[config.mk]
export PLATFORM = sky130hd
export DESIGN_NAME = ex_mem_reg
export DESIGN_NICKNAME = d
export VERILOG_FILES = /design/src/rtl/ex_mem_reg.sv
export SDC_FILE = /design/constraint.sdc
export NUM_CORES = 1
export LEC_CHECK = 0
export BUFFER_PORTS_ARGS = -buffer_cell sky130_fd_sc_hd__buf_2
export CORE_MARGIN = 2
export CORE_UTILIZATION = 40
export DETAILED_ROUTE_END_ITERATION = 6
export PLACE_DENSITY = 0.69
export SLEW_MARGIN = 10
export SYNTH_ARGS = -nofsm -noshare
export SYNTH_HDL_FRONTEND = slang
export SYNTH_SLANG_ARGS = --single-unit
[constraint.sdc]
create_clock -name clk -period 2.54 [get_ports clk]
set_input_delay 0.254 -clock clk [delete_from_list [all_inputs] [get_ports clk]]
set_output_delay 0.254 -clock clk [all_outputs]
set_load 0.1 [all_outputs]
[src/rtl/ex_mem_reg.sv]
// rtl/ex_mem_reg.sv - EX/MEM pipeline register with flags, operand forwarding and retire counter
module ex_mem_reg #(
    parameter int DATA_W  = 8,
    parameter int INSTR_W = 19
) (
    input  logic               clk,
    input  logic               reset,
    input  logic               stall,
    input  logic               flush,
    input  logic               ID_EX_mem_write,
    input  logic               ID_EX_reg_write,
    input  logic               ID_EX_write_c,
    input  logic               ID_EX_write_z,
    input  logic [1:0]         ID_EX_reg_write_mux,
    input  logic [INSTR_W-1:0] ID_EX_instruction,
    input  logic [DATA_W-1:0]  alu_result,
    input  logic [DATA_W-1:0]  store_data,
    input  logic               alu_carry,
    input  logic               alu_zero,
    input  logic [2:0]         src_a_addr,
    input  logic [2:0]         src_b_addr,
    output logic               EX_MEM_valid,
    output logic               EX_MEM_mem_write,
    output logic               EX_MEM_reg_write,
    output logic [1:0]         EX_MEM_reg_write_mux,
    output logic [2:0]         EX_MEM_rd,
    output logic [DATA_W-1:0]  EX_MEM_result,
    output logic [DATA_W-1:0]  EX_MEM_store_data,
    output logic [INSTR_W-1:0] EX_MEM_instruction,
    output logic               flag_c,
    output logic               flag_z,
    output logic               fwd_a,
    output logic               fwd_b,
    output logic [15:0]        retired_count
);

    logic               valid_q, valid_d;
    logic               mem_write_q, mem_write_d;
    logic               reg_write_q, reg_write_d;
    logic [1:0]         reg_write_mux_q, reg_write_mux_d;
    logic [2:0]         rd_q, rd_d;
    logic [DATA_W-1:0]  result_q, result_d;
    logic [DATA_W-1:0]  store_data_q, store_data_d;
    logic [INSTR_W-1:0] instruction_q, instruction_d;
    logic               flag_c_q, flag_c_d;
    logic               flag_z_q, flag_z_d;
    logic [15:0]        retired_q, retired_d;

    always_comb begin
        valid_d         = valid_q;
        mem_write_d     = mem_write_q;
        reg_write_d     = reg_write_q;
        reg_write_mux_d = reg_write_mux_q;
        rd_d            = rd_q;
        result_d        = result_q;
        store_data_d    = store_data_q;
        instruction_d   = instruction_q;
        flag_c_d        = flag_c_q;
        flag_z_d        = flag_z_q;
        retired_d       = retired_q;

        // A valid instruction leaving on a flush edge still counts as retired.
        if (flush) begin
            valid_d         = 1'b0;
            mem_write_d     = 1'b0;
            reg_write_d     = 1'b0;
            reg_write_mux_d = 2'd0;
            rd_d            = 3'd0;
            result_d        = '0;
            store_data_d    = '0;
            instruction_d   = '0;
            retired_d       = retired_q + {15'd0, valid_q};
        end else if (!stall) begin
            valid_d         = 1'b1;
            mem_write_d     = ID_EX_mem_write;
            reg_write_d     = ID_EX_reg_write;
            reg_write_mux_d = ID_EX_reg_write_mux;
            rd_d            = ID_EX_instruction[13:11];
            result_d        = alu_result;
            store_data_d    = store_data;
            instruction_d   = ID_EX_instruction;
            retired_d       = retired_q + {15'd0, valid_q};
            if (ID_EX_write_c) begin
                flag_c_d = alu_carry;
            end
            if (ID_EX_write_z) begin
                flag_z_d = alu_zero;
            end
        end
    end

    always_ff @(posedge clk) begin
        if (reset) begin
            valid_q         <= 1'b0;
            mem_write_q     <= 1'b0;
            reg_write_q     <= 1'b0;
            reg_write_mux_q <= 2'd0;
            rd_q            <= 3'd0;
            result_q        <= '0;
            store_data_q    <= '0;
            instruction_q   <= '0;
            flag_c_q        <= 1'b0;
            flag_z_q        <= 1'b0;
            retired_q       <= 16'd0;
        end else begin
            valid_q         <= valid_d;
            mem_write_q     <= mem_write_d;
            reg_write_q     <= reg_write_d;
            reg_write_mux_q <= reg_write_mux_d;
            rd_q            <= rd_d;
            result_q        <= result_d;
            store_data_q    <= store_data_d;
            instruction_q   <= instruction_d;
            flag_c_q        <= flag_c_d;
            flag_z_q        <= flag_z_d;
            retired_q       <= retired_d;
        end
    end

    // Register 0 is hardwired, so it never needs a forwarded value.
    assign fwd_a = valid_q & reg_write_q & (rd_q == src_a_addr) & (rd_q != 3'd0);
    assign fwd_b = valid_q & reg_write_q & (rd_q == src_b_addr) & (rd_q != 3'd0);

    assign EX_MEM_valid         = valid_q;
    assign EX_MEM_mem_write     = mem_write_q;
    assign EX_MEM_reg_write     = reg_write_q;
    assign EX_MEM_reg_write_mux = reg_write_mux_q;
    assign EX_MEM_rd            = rd_q;
    assign EX_MEM_result        = result_q;
    assign EX_MEM_store_data    = store_data_q;
    assign EX_MEM_instruction   = instruction_q;
    assign flag_c               = flag_c_q;
    assign flag_z               = flag_z_q;
    assign retired_count        = retired_q;

endmodule

Yosys cells after proc, flatten, opt, wreduce, memory -nomap -nowiden:

Index checks and enable logic that the tools add are counted.

* bits in registers: 61
* input bits: 53
* output and inout port bits: 63
* logic and storage cells: 28

* add/sub/neg operators: 1
* equal/unequal tests: 3
* muxes and demuxes: 2
* bitwise logic cells: 7
* reduce and logical (&&, ||, !) cells: 4

Operator list (count)
* $mux 16: 2
* $add 16x1->16: 1
* $eq 3x3->1: 2
* $reduce_and 3->1: 2
* $and 1x1->1: 5
* $reduce_bool 3->1: 1
* $ne 2x1->1 const B: 1
* $not 1->1: 2
* $reduce_or 2->1: 1

Logic depth before layout (Yosys ltp):

* depth in word-level cells: 3
* mapped depth: 6
* mapped depth without buffers: 6

Least setup slack after synthesis:

OpenSTA, ideal clock, no wires.

* path kind: reg-to-output
* start point: register, netlist name EX_MEM_instruction[13]
* end point: output fwd_a
* data arrival time: 3.444 ns
* data required time: 2.286 ns
* slack: -1.158 ns
* stages on the path, launching flop included: 5
* buffers on the path: 0
* cell sequence: dfxtp_1 nor2_1 nor2_1 nor2_1 nor3_1

RTL lines
* end: declaration: line 32 `output logic fwd_a,`

Final worst setup path:

* start point: register valid_q (netlist: EX_MEM_valid)
* end point: register retired_q[14] (netlist: retired_count[14])

* longest elaborated chain between the ends: 3

Ends and longest elaborated chain
* start: declaration: line 37 `logic valid_q, valid_d;`
* start signal: assignment: line 106 `valid_q <= valid_d;`
* $add 16x1->16 *: line 72, 82
* $mux 16: line 73 `end else if (!stall) begin`
* $mux 16 *: line 63 `if (flush) begin`
* end signal: assignment: line 116 `retired_q <= retired_d;`
* end: declaration: line 47 `logic [15:0] retired_q, retired_d;`

Every way passes the cells marked *; elsewhere a longest branch is shown, timed or not. The select of a mux whose other input is x is not followed.
A chain may end at the register's enable or synchronous reset.

==> results.cfg <==
[outcome]
outcome = completed

[critical_path]
rr_startpoint = EX_MEM_valid$_SDFFE_PP0N_
crit-reg2reg-capture = retired_count[14]$_SDFFE_PP0P_
cp_cell_sequence = ha_1 > ha_1 > nand2_1 > or3_4 > or4_1 > a21oi_1
cp_common_cell = ha_1
crit_path_max_incr_delay_ns = 0.50
critPathRequiredTime_ns = 2.79
crit_path_start = EX_MEM_valid$_SDFFE_PP0N_
r2r_setup_slack_ns = 0.58
cp_max_fo = 6
path_class = reg -> reg
cp-start-kind = flop
r2r_cells = 6
end_kind = flop
cp_slowest_cell = or4_1
timing.critical_path.arrival_ns = 2.21

[final_layout]
syn_to_final_growth_pct = 33.3
final_common_cell = buf_2
drive_gt1_frac = 0.376
nNetsFinal = 415
diodes = 0
final_cell_mix = buf_2, dfxtp_1, nor2_1

[clock_network]
cts.root.buffer_cell = clkbuf_8
cts_tree = done
clkTransAtPathRegs_ns = 0.07
htree_levels = 3
clock-sinks = 58
postCtsSetupBuffers = 0
cts_resized = 0
clk_latency_ns = 0.32
cts-buffers-inserted = 9
clk_path_buf_depth = 2
hold_buffers = 0

[power]
power_density_mw_per_mm2 = 645
p_leak_nw = 1.54
vdd_drop_max_mv = 0.398

[detailed_routing]
wl_mm = 5.51
vias = 2124
wl_per_cell_um = 12.6
route.detailed.drc = 0
first_pass_iters = 4
detail-route-antenna-nets = 0
vias_per_cell = 4.87
drtIter0Drc = 50

[floorplanning]
top_level_ports = 116
initial_core_util = 0.422
placementRows = 27
core_mm2 = 0.00557
die_w_um = 80.6
fp.dieH_um = 80.6
dieArea_mm2 = 0.00650

[timing]
finClkSkew_ns = 0.00931
setup_tns_ns = 0
whs_ns = 0.156
fmax_mhz = 509
slew_viol_final = 0
rsz0062_at_grt = no
worst_pin_slew_ns = 0.745
setup_viol = 0
slew_headroom = 0.504
period_share = 0.773
fin_crit_ns = 1.96
hold_viol_final = 0

[synthesis]
netlist_instances = 248
yosys_warnings = 0
synth.distinct_cells = 27
synth_async_sr_flop_share = 0
synth_edf_count = 0
synth.area.top_cells = dfxtp_1, mux2i_1, nor2_1
ys_seq_area_frac = 0.494
yosysTopAreaCellShare = 0.494
synth_nets = 304
synth_flop_cell = dfxtp_1
synth_area_mm2 = 0.00235
avgSynthCellArea_um2 = 9.47
yosys.area.top_type = dfxtp_1
synth-seq-cells = 58

[worst_hold_path]
hp-start = alu_result[2]
hold_end = EX_MEM_result[2]$_SDFFE_PP0N_
min_path_cells = 3
hold_path_class = in -> reg

[placed_design]
globalplace.congestion = 0.779
place.port_buffers = 115
hpwlAfterDp_mm = 4.00

[flow_run]
maxCapViolCount = 0

[global_routing]
grt_max_degree = 43
first_global_vias = 2020
antenna_found_initial = 0
track_usage = 0.176
grt_pass1_wl_mm = 8.77
overflow = 0
cell type report:
type | count | area (um^2)
Clock buffer | 11 | 141
Fill cell | 529 | 2440
Inverter | 4 | 15.0
Sequential cell | 58 | 1160
Timing Repair Buffer | 116 | 583
Multi-Input combinational cell | 170 | 1110
Tap cell | 72 | 90.1
Clock inverter | 5 | 30.0
layer usage:
metal | track usage | wire length, um | vias to the layer above | share of wire
met4 | 0.0915 | 84 | 0 | 0.015
met2 | 0.306 | 2630 | 77 | 0.48
met1 | 0.190 | 2360 | 968 | 0.43
met5 | 0 | 0 | - | 0
li1 | - | - | 1071 | -
met3 | 0.0562 | 444 | 8 | 0.081
sequential cells by signal, summed over array words and instances, names as in the netlist:
signal,count
EX_MEM_instruction,17
retired_count,16
EX_MEM_result,8
EX_MEM_store_data,8
EX_MEM_rd,2
EX_MEM_reg_write_mux,2
EX_MEM_mem_write,1
EX_MEM_reg_write,1
EX_MEM_valid,1
flag_c,1
flag_z,1
power breakdown:
group	total, mW	internal, mW	switching (mW)	leakage (nW)
clock network	0.732	0.375	0.357	0.0851
logic	0.341	0.0837	0.257	0.981
registers	0.948	0.933	0.0148	0.472
total	2.02	1.39	0.629	1.54
synthesized netlist by cell type, types with 2 or more instances:
cell       count
nor3_1         2
or4_1          4
nor4_1         4
o2111ai_1      2
clkbuf_1      10
a21oi_1       11
buf_6          2
ha_1           3
nand3_1        6
o31ai_1        4
mux2i_1       39
buf_4          3
xor2_1         5
nand4_1        5
or3_1          4
nor2_1        53
inv_1          4
o21ai_0        2
xnor2_1        7
nand2_1       14
dfxtp_1       58
critical path: cells and delay by family (launching register included):
kind / cells / cell delay (ns)
AOI/OAI and AO/OA: 1 / 0.14
adders and majority gates: 2 / 0.41
DFF: 1 / 0.37
and+or+nand+nor: 3 / 0.97
through the flow:
step	total power, mW	utilization	instances	setup slack [ns]	area (um^2)
after floorplan	1.24	-	248	0.0549	2370
after global placement	1.31	0.531	420	0.640	2960
after detailed placement	1.31	0.531	420	0.601	2960
after CTS	2.05	0.562	436	0.564	3130
after global routing	2.11	0.562	436	0.441	3130
final	2.02	0.562	436	0.577	3130
logic make-up after synthesis:
group | share of synthesized area
AOI/OAI and AO/OA | 0.0479
xor gates and xnor gates | 0.0447
adders and majority gates | 0.0160
buffers and inverters | 0.0431
DFF | 0.494
muxes | 0.166
and+or+nand+nor | 0.188
worst max-delay path by stage:
stage | end | slack [ns] | depth (start not counted)
after floorplan | retired_count[14]$_SDFFE_PP0P_ | 0.05 | 5
after global placement | retired_count[14]$_SDFFE_PP0P_ | 0.64 | 6
after detailed placement | retired_count[14]$_SDFFE_PP0P_ | 0.60 | 6
after CTS | fwd_b | 0.56 | 4
after global routing | retired_count[14]$_SDFFE_PP0P_ | 0.44 | 6
final | retired_count[14]$_SDFFE_PP0P_ | 0.58 | 6
No activity file was read; power rests on OpenSTA's default activity.
